`config.mk`:
```
export PLATFORM = sky130hd
export DESIGN_NAME = m_store_buf
export DESIGN_NICKNAME = d
export VERILOG_FILES = /design/src/rtl/m_store_buf.sv
export SDC_FILE = /design/constraint.sdc
export NUM_CORES = 1
export LEC_CHECK = 0
export BUFFER_PORTS_ARGS = -buffer_cell sky130_fd_sc_hd__buf_2
export CORE_ASPECT_RATIO = 2
export CORE_MARGIN = 3
export CORE_UTILIZATION = 40
export DETAILED_ROUTE_END_ITERATION = 12
export PLACE_DENSITY = 0.62
export REMOVE_ABC_BUFFERS = 1
export SLEW_MARGIN = 20
export SYNTH_ARGS = -nofsm -noshare
export SYNTH_HDL_FRONTEND = slang
export SYNTH_SLANG_ARGS = --single-unit
export TNS_END_PERCENT = 100
```
`constraint.sdc`:
```
create_clock -name Clk -period 8.5 [get_ports Clk]
set_clock_uncertainty 0.2 [all_clocks]
set_input_delay 0.85 -clock Clk [delete_from_list [all_inputs] [get_ports Clk]]
set_output_delay 0.85 -clock Clk [all_outputs]
set_load 0.05 [all_outputs]
```
`src/rtl/m_store_buf.sv`:
```
// M-stage store buffer: queues aligned stores and drains them to the
// data-memory port whenever a load is not using it.
module m_store_buf #(
    parameter int DEPTH = 4
) (
    input  logic        Clk,
    input  logic        Rst,
    input  logic        StReq,
    input  logic [31:0] StPC,
    input  logic [31:0] StA,
    input  logic [31:0] StWD,
    input  logic [2:0]  StOp,
    input  logic        LdReq,
    input  logic [31:0] LdA,
    output logic        Stall,
    output logic        StErr,
    output logic        Empty,
    output logic        Full,
    output logic        DMWr,
    output logic [31:0] DMA,
    output logic [3:0]  DMBE,
    output logic [31:0] DMWD,
    output logic [31:0] DMPC
);

    localparam logic [2:0] DM_w = 3'b000;
    localparam logic [2:0] DM_h = 3'b001;
    localparam logic [2:0] DM_b = 3'b010;

    localparam int AW = $clog2(DEPTH);
    localparam logic [AW:0] CntMax = (AW + 1)'(DEPTH);

    logic [29:0] ent_wa   [DEPTH];
    logic [3:0]  ent_be   [DEPTH];
    logic [31:0] ent_wd   [DEPTH];
    logic [31:0] ent_pc   [DEPTH];
    logic [DEPTH-1:0] ent_v;

    logic [AW-1:0] wptr;
    logic [AW-1:0] rptr;
    logic [AW:0]   count;

    logic        op_ok;
    logic        mis;
    logic [3:0]  st_be;
    logic [31:0] st_wd;
    logic        push;
    logic        pop;
    logic        hazard;
    logic        full_stall;

    // LdA byte offset does not matter for word-granular hazard checks
    logic unused_lda;
    assign unused_lda = ^LdA[1:0];

    assign Empty = (count == '0);
    assign Full  = (count == CntMax);

    // Byte enables, lane-replicated data and alignment check per op
    always_comb begin
        op_ok = 1'b0;
        mis   = 1'b0;
        st_be = 4'b0000;
        st_wd = 32'h0;
        unique case (StOp)
            DM_w: begin
                op_ok = 1'b1;
                mis   = (StA[1:0] != 2'b00);
                st_be = 4'b1111;
                st_wd = StWD;
            end
            DM_h: begin
                op_ok = 1'b1;
                mis   = StA[0];
                st_be = StA[1] ? 4'b1100 : 4'b0011;
                st_wd = {2{StWD[15:0]}};
            end
            DM_b: begin
                op_ok = 1'b1;
                st_be = 4'b0001 << StA[1:0];
                st_wd = {4{StWD[7:0]}};
            end
            default: begin
                op_ok = 1'b0;
            end
        endcase
    end

    assign StErr = StReq & op_ok & mis;
    assign push  = StReq & op_ok & ~mis & ~Full;

    // Load hits any queued word or the word currently being written
    always_comb begin
        hazard = 1'b0;
        if (LdReq) begin
            for (int i = 0; i < DEPTH; i++) begin
                if (ent_v[i] && (ent_wa[i] == LdA[31:2])) begin
                    hazard = 1'b1;
                end
            end
            if (DMWr && (DMA[31:2] == LdA[31:2])) begin
                hazard = 1'b1;
            end
        end
    end

    assign full_stall = StReq & Full;
    assign Stall      = full_stall | hazard;
    assign pop        = ~Empty & (~LdReq | hazard);

    // Entry payload; only meaningful while the matching valid bit is set
    always_ff @(posedge Clk) begin
        if (push) begin
            ent_wa[wptr] <= StA[31:2];
            ent_be[wptr] <= st_be;
            ent_wd[wptr] <= st_wd;
            ent_pc[wptr] <= StPC;
        end
    end

    // Valid bits, pointers and occupancy
    always_ff @(posedge Clk) begin
        if (Rst) begin
            ent_v <= '0;
            wptr  <= '0;
            rptr  <= '0;
            count <= '0;
        end else begin
            if (pop) begin
                ent_v[rptr] <= 1'b0;
                rptr        <= rptr + 1'b1;
            end
            if (push) begin
                ent_v[wptr] <= 1'b1;
                wptr        <= wptr + 1'b1;
            end
            unique case ({push, pop})
                2'b10:   count <= count + 1'b1;
                2'b01:   count <= count - 1'b1;
                default: count <= count;
            endcase
        end
    end

    // Registered write port; DMWr pulses only on a pop
    always_ff @(posedge Clk) begin
        if (Rst) begin
            DMWr <= 1'b0;
            DMA  <= 32'h0;
            DMBE <= 4'h0;
            DMWD <= 32'h0;
            DMPC <= 32'h0;
        end else if (pop) begin
            DMWr <= 1'b1;
            DMA  <= {ent_wa[rptr], 2'b00};
            DMBE <= ent_be[rptr];
            DMWD <= ent_wd[rptr];
            DMPC <= ent_pc[rptr];
        end else begin
            DMWr <= 1'b0;
        end
    end

endmodule
```
# After elaboration in Yosys (flattened, before gate mapping)

Memories as Yosys holds them, arrays and structs flattened. A register that Yosys moved wholly into a read port is not among the register bits.
Cells that the tools add are included.

Add/subtract/negate cells: 4
Order comparisons: 4
Eq/ne operators: 10
Shift-type cells: 1
Muxes and demuxes: 22
Bitwise logic cells: 15
Reduce and logical (&&, ||, !) cells: 12

Operator list:

| kind                                                              | number |
|---|---|
| == test 30 bit                                                    | 5 |
| case mux 32 bit (3 select lines)                                  | 1 |
| two-way mux 4 bit                                                 | 4 |
| two-way mux 1 bit                                                 | 12 |
| case mux 4 bit (3 select lines)                                   | 1 |
| logical AND 1 bit                                                 | 7 |
| AND 1 bit                                                         | 6 |
| zero test 3 bit                                                   | 2 |
| < comparator 2 x 3 -> 1 bit, second input constant                | 2 |
| case mux 3 bit (2 select lines)                                   | 1 |
| adder 2 x 1 -> 2 bit, second input constant                       | 2 |
| AND 4 bit                                                         | 1 |
| demux 1 bit (select 2 bit)                                        | 2 |
| greater-or-equal comparator 2 x 1 -> 1 bit, second input constant | 2 |
| NOT 1 bit                                                         | 4 |
| NOT 4 bit                                                         | 1 |
| OR 4 bit                                                          | 1 |
| nonzero test 2 bit                                                | 2 |
| << shifter 1 x 2 -> 4 bit, first input constant                   | 1 |
| adder 3 x 1 -> 3 bit, second input constant                       | 1 |
| == test 3 x 1 -> 1 bit, second input constant                     | 1 |
| == test 3 x 2 -> 1 bit, second input constant                     | 1 |
| == test 3 bit, second input constant                              | 1 |
| OR reduction 3 bit                                                | 1 |
| 5 further kinds                                                   | 6 |

Register bits after elaboration: 12
Bits in writable memories: 392
Input port bits: 135
Output and inout bits: 105
Logic and storage cells: 77
Memories: 4

Memory list:

| name   | words | width | rd ports | clocked after memory_dff | wr ports | line | source |
|---|---|---|---|---|---|---|---|
| ent_pc | 4     | 32    | 1        | 1                        | 1        | 36   | `logic [31:0] ent_pc [DEPTH];` |
| ent_wd | 4     | 32    | 1        | 1                        | 1        | 35   | `logic [31:0] ent_wd [DEPTH];` |
| ent_wa | 4     | 30    | 5        | 1                        | 1        | 33   | `logic [29:0] ent_wa [DEPTH];` |
| ent_be | 4     | 4     | 1        | 1                        | 1        | 34   | `logic [3:0] ent_be [DEPTH];` |

# Logic depth before layout (Yosys ltp)

An unclocked memory read counts as a cell.

Depth after elaboration: 15
Depth in mapped cells: 14

# Worst setup path before layout

No wires, ideal clock.

Path type: input -> register
From: input StOp[0]
To: memory ent_be[0][0] (enable)
Setup time: 0.452 ns
Arrival time: 3.761 ns
Required time: 7.848 ns
Setup slack: 4.087 ns
Stages on the path: 7
Path through: buf_2 > nor2b_1 > nor2_1 > nor2_1 > a2111oi_4 > nand2_1 > inv_1

Word-level cells in the longest chain between the ends: 8

Ends and longest elaborated chain:

| item                                                 | line | source |
|---|---|---|
| start: declaration                                   | 12   | `input logic [2:0] StOp,` |
| == test 3 x 2 -> 1 bit, or another cell as far along | 65   | `unique case (StOp)` |
| OR reduction 3 bit (no source line)                  | n/a  |  |
| two-way mux 1 bit                                    | 65   |  |
| AND 1 bit                                            | 90   | `assign push = StReq & op_ok & ~mis & ~Full;` |
| AND 1 bit (*) (2 in a row)                           | 90   |  |
| two-way mux 1 bit (*)                                | 113  | `if (push) begin` |
| two-way mux 1 bit (not written as such) (*)          | 115  | `ent_be[wptr] <= st_be;` |
| end: declaration                                     | 34   |  |

Every way passes the cells marked *; elsewhere a longest branch is shown, timed or not.

# Final worst setup path

From: input StOp[0]
To: register ent_v[2]

Word-level cells in the longest chain between the ends: 7

Ends and longest elaborated chain:

| item                                                 | line | source |
|---|---|---|
| == test 3 x 2 -> 1 bit, or another cell as far along | 65   |  |
| OR reduction 3 bit (no source line)                  | n/a  |  |
| two-way mux 1 bit                                    | 65   |  |
| AND 1 bit                                            | 90   |  |
| AND 1 bit (*) (2 in a row)                           | 90   |  |
| two-way mux 4 bit (*)                                | 133  | `if (push) begin` |
| end signal: assignment                               | 124  | `ent_v <= '0;` |
| end signal: indexed assignment                       | 130  | `ent_v[rptr] <= 1'b0;` |
| end signal: indexed assignment                       | 134  | `ent_v[wptr] <= 1'b1;` |
| end: declaration                                     | 37   | `logic [DEPTH-1:0] ent_v;` |

Marks and branches as above.
A chain may end at the register's enable or synchronous reset.

==> impl_metrics.yaml <==
synth:
  yosys-top-cells-area: "edfxtp_1, mux4_2, dfxtp_1"
  ys_warn_count: 0
  synth-edff-count: 392
  seq_area_frac_synth_pct: 66.2
  synth-main-ff-cell: "edfxtp_1"
  async_reset_ff_share_pct: 0
  synth.top_cell.area_share_pct: 55.8
  synthCells: 1380
  yosysTopAreaCell: "edfxtp_1"
  synth_area_um2: 21100
  yosysMostFrequentCell: "edfxtp_1"
  ys_seq_elements: 502
  synth.distinct_cells: 39
  avgSynthCellArea_um2: 15.3
  yosys-top-cells-count: "edfxtp_1, xnor2_1, a21oi_1"
timing:
  rsz0062_at_grt: "false"
  tightest_slew_ns: 1.04
  finalSetupTns_ns: 0
  period_minus_slack_ns: 4.20
  whs_ns: 0.263
  setup_viol: 0
  hold_violations: 0
  slew_viol_final: 0
  fmax_mhz: 238
  fin_crit_sh_pct: 49.4
  slew_headroom_pct: 30.8
min_path:
  hp-start: "DMWD[13]"
  min_to: "DMWD[13]"
  hold_depth: 2
  hp-class: "reg2reg"
routing:
  drtIter0Drc: 787
  drc: 0
  routedWlPerCell_um: 25.7
  post_drt_via_cell_ratio: 5.49
  vias: 12400
  wirelength_mm: 58.2
  firstDrtPassIters: 5
  ant_nets: 0
placement:
  hpwl_mm: 36.4
  port_buffers: 235
  place_congestion: 0.888
grt:
  antenna_found_initial: 11
  grt_pass1_vias: 13200
  grt_util_all_layers_pct: 20.7
  grt_pass1_wl_mm: 85.4
  grt.overflow.total: 0
  grt_max_degree: 72
outcome:
  status: "complete, no violations"
finish:
  nets: 1706
  drive_gt1_share_pct: 29.1
  synthToLayoutAreaGrowth_pct: 14.6
critical_path:
  ff2ff_path_depth: 12
  worstPathCellList: "buf_2 -> buf_4 -> nor2b_1 -> nor2_1 -> nor2_1 -> a2111oi_4 -> nand2_1 -> inv_4 -> buf_4 -> nor2_1 -> a311oi_1"
  crit_path_start_kind: "primary input"
  cpMostUsedCell: "nor2_1"
  critPathMaxFanout: 51
  r2r_end: "count[2]"
  critPathSlowestCell: "buf_4"
  arrival_ns: 4.49
  required_ns: 8.79
  rrSetupSlack_ns: 4.56
  worstSetupPathType: "in2reg"
  worstSetupEndpointType: "flip-flop"
  max_stage_delay_ns: 0.81
  regToRegStartpoint: "DMA[18]"
floorplanning:
  row_count: 118
  start_util_pct: 40.6
  core_area_um2: 52000
  dieArea_um2: 55700
  chipHeight_um: 331
  num_io_pins: 240
  die_w_um: 168
clocking:
  cts_root_buf: "clkbuf_16"
  clock_sinks: 502
  cts_inserted_buffers: 46
  cts_resized: 0
  cts_tree: "built"
  postCtsSetupBuffers: 0
  cts_max_level: 2
  clk_path_buf_depth: 3
  cts_hold_buf: 0
  insertion_delay_ns: 0.58
  cts.clk_slew.worst_paths_ns: 0.06
power_and_ir_drop:
  power.static_leakage_nw: 7.94
  ir_drop_uv: 230
  power.density_nw_per_um2: 284
run:
  drv_cap: 0
per-layer routing:
layer,wire [µm],part of all wire [%],vias up,GRT usage (%)
met5,41,0.071,-,0
met3,3460,5.9,118,4.01
li1,-,-,5616,-
met1,21000,36,6282,23.3
met2,30900,53,402,37.7
met4,2770,4.8,6,9.49
cell usage in the layout, fill, tap and decap left out, drive strengths merged, types with 3 or more instances in the layout:
master    netlist  layout
edfxtp        392     392
buf            62     252
xnor2         140     140
a21oi         131     131
dfxtp         110     110
nand3         105     105
o21ai         101     101
mux4           98      98
clkbuf         58      64
nand4          35      35
mux2i          17      17
or2            16      16
nor2           16      16
inv            14      14
xor2           13      13
nand2          13      13
clkinv          0      13
nor4           12      12
nand2b         10      10
ha              9       9
and2            8       8
bufinv          0       6
diode           0       5
a311oi          4       4
nor3            3       3
clkinvlp        0       3
cell families after synthesis:
| group | synth area share, % |
|---|---|
| mux | 11.3 |
| buf+inv | 3.62 |
| compound gates | 6.16 |
| flops | 66.2 |
| xor+xnor | 6.38 |
| fa+ha+maj | 0.628 |
| simple gates | 5.71 |
| other cells | 0.0178 |
through the flow:
stage | instances | total power [mW] | area [µm²] | util, % | worst slack [ns]
2_1_floorplan | 1261 | 4.17 | 20400 | - | 2.62
3_3_place_gp | 2173 | 4.72 | 22600 | 43.4 | 3.65
3_5_place_dp | 2173 | 4.75 | 22600 | 43.4 | 3.64
4_1_cts | 2259 | 6.96 | 24200 | 46.5 | 4.26
5_1_grt | 2260 | 7.14 | 24200 | 46.5 | 3.98
6_report | 2264 | 6.87 | 24200 | 46.5 | 4.30
state kept, by name, summed over array words and instances (netlist names), 3 cells and up:
register	cells
ent_pc	128
ent_wd	128
ent_wa	120
DMPC	32
DMWD	32
DMA	30
ent_be	16
DMBE	4
ent_v	4
count	3
layout make-up:
type	instances	area (µm²)
antenna	5	12.5
clock buffer	64	1340
clock inverter	22	274
fill	4658	27800
inverter	14	65.1
multi-input combinational	745	6380
sequential	502	14000
tap	660	826
timing repair buffer	252	1310
worst max-delay path, delay by kind of cell:
| family | cells | cell delay (ns) |
|---|---|---|
| buffers and inverters | 4 | 1.87 |
| AO/OA/AOI/OAI | 2 | 0.87 |
| AND/OR/NAND/NOR | 5 | 0.78 |
worst max path at each step:
stage / from / to / slack, ns
floorplan: count[0] / count[2] / 2.62
global placement: StOp[0] / ent_v[3] / 3.65
detailed placement: StOp[0] / ent_v[2] / 3.64
CTS: StOp[0] / ent_v[2] / 4.26
global route: StOp[0] / ent_v[2] / 3.98
finish: StOp[0] / ent_v[2] / 4.30
power by group:
group          switching, mW  internal (mW)  total [mW]
Combinational           1.22          0.520        1.74
Clock                  0.922           1.29        2.21
Sequential             0.127           2.79        2.92
Total                   2.26           4.60        6.87
(Power assumes the default switching activity.)
